==> config.mk <==
export PLATFORM = sky130hd
export DESIGN_NAME = spi_controller_flat
export DESIGN_NICKNAME = d
export VERILOG_FILES = /design/src/rtl/common_pkg.sv /design/src/rtl/spi_controller_if.sv /design/src/rtl/spi_controller.sv /design/src/flat_wrapper.sv
export SDC_FILE = /design/constraint.sdc
export NUM_CORES = 1
export LEC_CHECK = 0
export ABC_AREA = 1
export BUFFER_PORTS_ARGS = -buffer_cell sky130_fd_sc_hd__buf_4
export CORE_MARGIN = 8
export CORE_UTILIZATION = 52
export CTS_CLUSTER_SIZE = 28
export DETAILED_ROUTE_END_ITERATION = 7
export MAX_ROUTING_LAYER = met4
export PLACE_DENSITY = 0.79
export SYNTH_ARGS = -nofsm -noshare
export SYNTH_HDL_FRONTEND = slang
export SYNTH_SLANG_ARGS = --single-unit
==> constraint.sdc <==
create_clock -name sys_clk_i -period 1.69 [get_ports sys_clk_i]
set_input_delay 0.169 -clock sys_clk_i [delete_from_list [all_inputs] [get_ports sys_clk_i]]
set_output_delay 0.169 -clock sys_clk_i [all_outputs]
set_load 0.01 [all_outputs]
==> src/rtl/common_pkg.sv <==
// common_pkg: shared word width for the SPI datapath
package common_pkg;
    localparam int DATA_WIDTH = 8;
endpackage

==> src/rtl/spi_controller_if.sv <==
// spi_controller_if: word-level request/response handshake of spi_controller
interface spi_controller_if;
    import common_pkg::*;
    logic                  valid_i;
    logic [DATA_WIDTH-1:0] data_i;
    logic                  last_i;
    logic                  ready_o;
    logic [DATA_WIDTH-1:0] data_o;
    logic                  done_o;
    modport master(output valid_i, data_i, last_i, input ready_o, data_o, done_o);
    modport slave(input valid_i, data_i, last_i, output ready_o, data_o, done_o);
endinterface

==> src/rtl/spi_controller.sv <==
// spi_controller: SPI mode 0 master, one word per request, CS held low across words until last
module spi_controller
    import common_pkg::*;
#(
    parameter int HALF_PERIOD = 2
) (
    input  logic sys_clk_i,
    input  logic sys_reset_ni,
    spi_controller_if.slave bus,
    output logic spi_cs_no,
    output logic spi_sck_o,
    output logic spi_sd_o,
    input  logic spi_sd_i
);
    localparam int CW = $clog2(HALF_PERIOD + 1);
    localparam int BW = $clog2(DATA_WIDTH);
    localparam logic [CW-1:0] CNT_LOAD = CW'(HALF_PERIOD - 1);

    typedef enum logic [2:0] {IDLE, SETUP, HIGH, LOW, WAIT, HOLD, GAP} state_t;

    state_t state, nxt;
    logic [CW-1:0] cnt;
    logic [BW-1:0] bits;
    logic [DATA_WIDTH-1:0] shreg, rx, data_q;
    logic last_q, done_q, accept, tick, fall, last_bit, fin;

    always_ff @(posedge sys_clk_i) begin
        if (!sys_reset_ni) state <= IDLE;
        else state <= nxt;
    end

    always_comb begin
        nxt = state;
        case (state)
            IDLE, WAIT: nxt = bus.valid_i ? SETUP : state;
            SETUP, LOW: nxt = tick ? HIGH : state;
            HIGH:       nxt = !tick ? HIGH : !last_bit ? LOW : last_q ? HOLD : WAIT;
            HOLD:       nxt = tick ? GAP : HOLD;
            GAP:        nxt = tick ? IDLE : GAP;
            default:    nxt = IDLE;
        endcase
    end

    always_comb begin
        bus.ready_o = state == IDLE || state == WAIT;
        accept = bus.ready_o && bus.valid_i;
        tick = cnt == '0;
        fall = state == HIGH && tick;
        last_bit = bits == BW'(DATA_WIDTH - 1);
        fin = fall && last_bit;
        rx = {shreg[DATA_WIDTH-2:0], spi_sd_i};
    end

    // SPI pins are registered from the next state so they switch on the same edge as the FSM
    always_ff @(posedge sys_clk_i) begin
        if (!sys_reset_ni) begin
            cnt <= '0;
            bits <= '0;
            shreg <= '0;
            last_q <= 1'b0;
            spi_cs_no <= 1'b1;
            spi_sck_o <= 1'b0;
            spi_sd_o <= 1'b0;
            done_q <= 1'b0;
            data_q <= '0;
        end else begin
            cnt <= nxt != state ? CNT_LOAD : tick ? cnt : cnt - 1'b1;
            spi_sck_o <= nxt == HIGH;
            spi_cs_no <= nxt == IDLE || nxt == GAP;
            done_q <= fin;
            if (accept) begin
                shreg <= bus.data_i;
                last_q <= bus.last_i;
                bits <= '0;
                spi_sd_o <= bus.data_i[DATA_WIDTH-1];
            end else if (fall) begin
                shreg <= rx;
                bits <= bits + 1'b1;
                spi_sd_o <= last_bit ? 1'b0 : shreg[DATA_WIDTH-2];
            end
            if (fin) data_q <= rx;
        end
    end

    assign bus.data_o = data_q;
    assign bus.done_o = done_q;
endmodule

==> src/flat_wrapper.sv <==
// flat-port wrapper written by rule: the top's interface ports become plain ports
module spi_controller_flat import common_pkg::*;
#(
    parameter int HALF_PERIOD = 2
)
  (sys_clk_i, sys_reset_ni, spi_cs_no, spi_sck_o, spi_sd_o, spi_sd_i, bus_valid_i, bus_data_i, bus_last_i, bus_ready_o, bus_data_o, bus_done_o);
  spi_controller_if bus_i ();
  input  logic sys_clk_i;
  input  logic sys_reset_ni;
  output logic spi_cs_no;
  output logic spi_sck_o;
  output logic spi_sd_o;
  input  logic spi_sd_i;
  input wire logic [$bits(bus_i.valid_i)-1:0] bus_valid_i;
  input wire logic [$bits(bus_i.data_i)-1:0] bus_data_i;
  input wire logic [$bits(bus_i.last_i)-1:0] bus_last_i;
  output wire logic [$bits(bus_i.ready_o)-1:0] bus_ready_o;
  output wire logic [$bits(bus_i.data_o)-1:0] bus_data_o;
  output wire logic [$bits(bus_i.done_o)-1:0] bus_done_o;
  assign bus_i.valid_i = bus_valid_i;
  assign bus_i.data_i = bus_data_i;
  assign bus_i.last_i = bus_last_i;
  assign bus_ready_o = bus_i.ready_o;
  assign bus_data_o = bus_i.data_o;
  assign bus_done_o = bus_i.done_o;
  spi_controller #(.HALF_PERIOD(HALF_PERIOD)) u_core (.sys_clk_i(sys_clk_i), .sys_reset_ni(sys_reset_ni), .bus(bus_i), .spi_cs_no(spi_cs_no), .spi_sck_o(spi_sck_o), .spi_sd_o(spi_sd_o), .spi_sd_i(spi_sd_i));
endmodule
# Word-level counts from Yosys, hierarchy flattened
# Cells that the tools add are included.
[totals] mem_bits_ro=0 memories=0 ramBits=0 out_inout_bits=13 register_bits=28 latchBits=0
[op_classes] n_eq_ne=11 mul=0 mux=15 bitwise_logic=1 n_lt_le_gt_ge=0 add_sub_neg=2 reduce_logical=13 div=0 shifts=0
[op_table] cell="== test 3 bit (second input constant)" n=5
[op_table] cell="two-way mux 3 bit" n=5
[op_table] cell="case mux 3 bit (5 select lines)" n=1
[op_table] cell="two-way mux 7 bit" n=2
[op_table] cell="== test 3 x 2 -> 1 bit (second input constant)" n=3
[op_table] cell="OR reduction 2 bit" n=4
[op_table] cell="zero test 3 bit" n=2
[op_table] cell="two-way mux 1 bit" n=6
[op_table] cell="adder 3 x 1 -> 3 bit (second input constant)" n=1
[op_table] cell="== test 3 x 1 -> 1 bit (second input constant)" n=1
[op_table] cell="logical AND 1 bit" n=3
[op_table] cell="!= test 3 bit" n=1
[op_table] cell="zero test 2 bit" n=1
[op_table] cell="logical OR 1 bit" n=2
[op_table] cell="two-way mux 2 bit" n=1
[op_table] cell="!= test 2 bit (second input constant)" n=1
[op_table] cell="nonzero test 2 bit" n=1
[op_table] cell="subtractor 2 x 1 -> 2 bit (second input constant)" n=1
[op_table] cell="inverter 1 bit" n=1

# Logic depth before layout (Yosys ltp)
[logic_depth] depth_word=6 mapped_depth=12 mapped_depth_nobuf=12

# Worst setup path after synthesis
# OpenSTA, ideal clock, no wires.
[synth_timing] path_type="register to register" start="reg u_core.bits[0]" end="reg u_core.spi_cs_no" arrival_ns=1.281 stages_incl_launch_ff=9 synth_period_minus_slack_ns=1.398 setup_time_ns=0.117 t_required_ns=1.573 path_slack_ns=0.292 path_cell_list="dfxtp_1 -> ha_1 -> ha_1 -> o21ai_0 -> nand2_1 -> a21oi_1 -> nand2_2 -> nand2_1 -> nor2_1"
[synth_between] elab_chain_cells=6 elab_cells_between_ends=7 classes_between="eq/ne (2); mux (3); reduce/logical (2)"
[synth_lines] item="start: declaration" line="spi_controller.sv:23" rtl="logic [BW-1:0] bits;"
[synth_lines] item="start signal: assignment" line="spi_controller.sv:78" rtl="bits <= bits + 1'b1;"
[synth_lines] item="== test 3 bit *" line="spi_controller.sv:49" rtl="last_bit = bits == BW'(DATA_WIDTH - 1);"
[synth_lines] item="two-way mux 3 bit * (2 in series)" line="spi_controller.sv:37" rtl="HIGH: nxt = !tick ? HIGH : !last_bit ? LOW : last_q ? HOLD : WAIT;"
[synth_lines] item="case mux 3 bit (5 select lines) *" line="spi_controller.sv:34" rtl="case (state)"
[synth_lines] item="== test 3 bit or zero test 3 bit (tied branches)" line="spi_controller.sv:69" rtl="spi_cs_no <= nxt == IDLE || nxt == GAP;"
[synth_lines] item="logical OR 1 bit *" line="spi_controller.sv:69"
[synth_lines] item="end signal: assignment" line="spi_controller.sv:61" rtl="spi_cs_no <= 1'b1;"
[synth_lines] item="end signal: assignment" line="spi_controller.sv:69"
[synth_lines] item="end: declaration" line="spi_controller.sv:10" rtl="output logic spi_cs_no,"
# Every way passes the cells marked *; elsewhere a longest branch is shown, timed or not.
# A chain may end at the register's enable or synchronous reset.

# Final worst setup path
[layout_timing] start="reg u_core.cnt[0]" end="reg u_core.spi_cs_no"
[layout_between] elab_chain_cells=5 elab_cells_between_ends=9 classes_between="eq/ne (1); mux (5); reduce/logical (3)"
[layout_lines] item="start: declaration" line="spi_controller.sv:22" rtl="logic [CW-1:0] cnt;"
[layout_lines] item="start signal: assignment" line="spi_controller.sv:67" rtl="cnt <= nxt != state ? CNT_LOAD : tick ? cnt : cnt - 1'b1;"
[layout_lines] item="zero test 2 bit *" line="spi_controller.sv:47" rtl="tick = cnt == '0;"
[layout_lines] item="two-way mux 2 bit, or another cell as far along" line="spi_controller.sv:38" rtl="HOLD: nxt = tick ? GAP : HOLD;"
[layout_lines] item="case mux 3 bit (5 select lines) *" line="spi_controller.sv:34"
[layout_lines] item="== test 3 bit or zero test 3 bit (tied branches)" line="spi_controller.sv:69"
[layout_lines] item="logical OR 1 bit *" line="spi_controller.sv:69"
# Marked as above.

==> metrics.md <==
| Metric | Value |
|---|---|
| Number of buffers added for setup after CTS | 0 |
| ANT nets after route | 0 |
| Fin area | 1460 sq um |
| Diodes inserted | 0 |
| CP Buf/Inv Count | 4 |
| Vias in the first global route | 1135 |
| Pin count of the biggest net entering global routing | 19 |
| Total track usage | 14.7% |
| Crit path launch | u_core.cnt[0] |
| Max-slew headroom | 80.3% |
| Die area | 4060 sq um |
| Crit path time final | 1.56 ns |
| Hold Vio Cnt, Final | 0 |
| DR pass1 iterations | 6 |
| FF-to-FF path depth | 11 |
| Max Fclk | 641 MHz |
| Clk Latency, worst-skew pair | 0.33 ns |
| RSZ-0062 raised after global routing | false |
| Area post-placement | 1400 sq um |
| CTS tree | done |
| Post-Syn Area | 1180 sq um |
| Vias per cell | 5.34 |
| Post-synthesis net count | 169 |
| CP Depth | 11 |
| Status | complete, no violations |
| I/O Pins | 26 |
| Nets@finish | 198 |
| Required time worst endpoint | 1.94 ns |
| Cts bufs inserted | 3 |
| Hold WC Path Type | primary input to flip-flop |
| Total routed wirelength | 2790 microns |
| WHS Path Cells | 3 |
| CP max stage cell | dfxtp_1 |
| Pre-CTS WS | 0.0784 ns |
| Synth Register Bits | 28 |
| HP Start | bus_data_i[4] |
| Synthesized instance count | 153 |
| R2R Setup Slk | 0.13 ns |
| CP delay by family, top | simple AND/OR/NAND/NOR gates |
| Clock Path Buffers | 2 |
| 1st-iter DRT viols | 65 |
| Syn. warnings | 0 |
| DP HPWL | 2120 microns |
| R2r startpoint | u_core.cnt[0] |
| TritonCTS Sinks | 28 |
| Initial antenna violation count | 0 |
| Slowest stage delay, CP | 0.35 ns |
| Crit path DAT | 1.81 ns |
| Die Ht | 63.7 microns |
| Die extent in x | 63.7 microns |
| # fillers | 189 |
| Avg WL per Cell | 13.4 microns |
| Clock Skews | 0.0110 ns |
| Worst-path cell chain | inv_1 -> ha_2 -> inv_2 -> nor2_2 -> nand2_4 -> inv_4 -> nand2_4 -> nand2_2 -> inv_2 -> nor3_2 -> nor2_1 |
| Count of pins over their slew limit | 0 |
| CP endpoint kind | flip-flop |
| # DRC | 0 |
| Reg clk slew, reported paths | 0.16 ns |
| Final setup TNS | 0 ns |
| Worst Path Max Fanout | 10 |
| Reg2Reg Capture Point | u_core.spi_cs_no |
| Port bufs | 25 |
| Worst-margin pin slew | 0.295 ns |
| # setup viols final | 0 |
| CP startpoint kind | flip-flop |
| VDD IR max | 0.772 mV |
| GPL Wtd Cong | 0.903 |
| Via count | 1117 |
| Share of cells above drive strength 1 | 26.5% |
| Post-synth cell types | 21 |
| Most frequent cells in the layout | 28 x dfxtp_1, 26 x buf_4, 23 x nand2_1 |
| Most common cell after layout, fill and taps aside | dfxtp_1 |
| Max-Cap Viols | 0 |
| Cell area power density | 1220 nW/um^2 |
| Total grt overflow | 0 |
| Layout area overhead | 23.6% |
| Pleak | 0.686 nW |
| Initial Util | 54.0% |
| First-pass GRT wire length | 4780 microns |
| Sequential area share after synthesis | 47.4% |
| Final worst setup slack | 0.130 ns |
| CP Class | flip-flop to flip-flop |
| Num rows | 17 |
| H-tree depth | 1 |
| Hold endpoint | u_core.shreg[4] |
| Mapped Avg Cell Area | 7.74 sq um |
| Post-route clock period utilization | 92.3% |
| CORE AREA | 2190 sq um |
| CTS root buffer | clkbuf_4 |
==> registers in the layout, summed over array words and instances (netlist names), 2 cells and up <==
signal,flops
u_core.bus.data_o,8
u_core.shreg,7
u_core.bits,3
u_core.state,3
u_core.cnt,2
==> tightest hold or removal path: stages <==
cell and delay, ns:
buf_4 0.11, nand2_1 0.05, a31oi_1 0.07
==> per-layer routing <==
layer | global-route usage, % | vias up | wire length [microns]
li1 | - | 558 | -
met1 | 15.1 | 514 | 1140
met2 | 25.2 | 36 | 1420
met3 | 4.06 | 9 | 155
met4 | 6.96 | 0 | 73
met5 | - | - | 0
==> what timing repair did <==
action / in CTS / in global routing
gates resized for setup: 0 / 2
hold buffers: 0 / 0
endpoints found under the setup margin: 0 / 4
==> report_power, final <==
group          leakage, nW  switching [mW]  internal (mW)  total, mW
sequential           0.229          0.0665          0.749      0.816
clock               0.0279           0.200          0.240      0.440
combinational        0.429           0.331          0.200      0.531
total                0.686           0.597           1.19       1.79
==> worst max-delay path by stage <==
stage,slack (ns),end
floorplan,0.29,u_core.spi_cs_no
global placement,0.15,u_core.spi_cs_no
detailed placement,0.08,u_core.spi_cs_no
CTS,0.05,u_core.spi_cs_no
global route,0.02,u_core.spi_cs_no
finish,0.13,u_core.spi_cs_no
==> Yosys cell counts (all sizes together) <==
master | instances | share of area [%]
o21ai | 18 | 7.6
dfxtp | 28 | 47
ha | 3 | 3.2
xor2 | 2 | 1.5
nor2 | 24 | 8.9
a21oi | 7 | 3.0
nand3 | 11 | 4.7
a31oi | 2 | 1.1
a211oi | 1 | 0.63
inv | 16 | 5.3
nor3 | 10 | 4.2
clkbuf | 1 | 0.32
nand2 | 29 | 12
buf | 1 | 0.63
==> logic make-up (layout without fill, tap and decap cells) <==
| kind of cell | Yosys count | count (layout) | share of synthesized area (%) |
|---|---|---|---|
| AO/OA/AOI/OAI | 28 | 28 | 12.3 |
| XOR/XNOR | 2 | 2 | 1.48 |
| adder cells (fa/ha/maj) | 3 | 3 | 3.17 |
| buffers and inverters | 18 | 46 | 6.24 |
| flip-flops | 28 | 28 | 47.4 |
| AND/OR/NAND/NOR | 74 | 74 | 29.5 |
==> metrics by stage <==
stage                     utilization, %  power, mW  hold slack, ns  std cells
after detailed placement            64.0       1.34           0.462        205
after global placement              64.0       1.32           0.441        205
after CTS                           66.4       1.78           0.100        209
final                               66.8       1.79           0.104        209
after global routing                66.8       1.89          0.0988        209
after floorplan                        -       1.19           0.285        153
==> layout make-up <==
class | instances | area, sq um | area share (%)
clock buffers | 3 | 22.5 | 1.54
clock inverters | 1 | 30.0 | 2.05
inverters | 16 | 62.6 | 4.28
multi-input cells | 107 | 557 | 38.1
flip-flops and latches | 28 | 561 | 38.3
well taps | 28 | 35.0 | 2.40
repair buffers | 26 | 195 | 13.3
No activity file was read; power rests on OpenSTA's default activity.
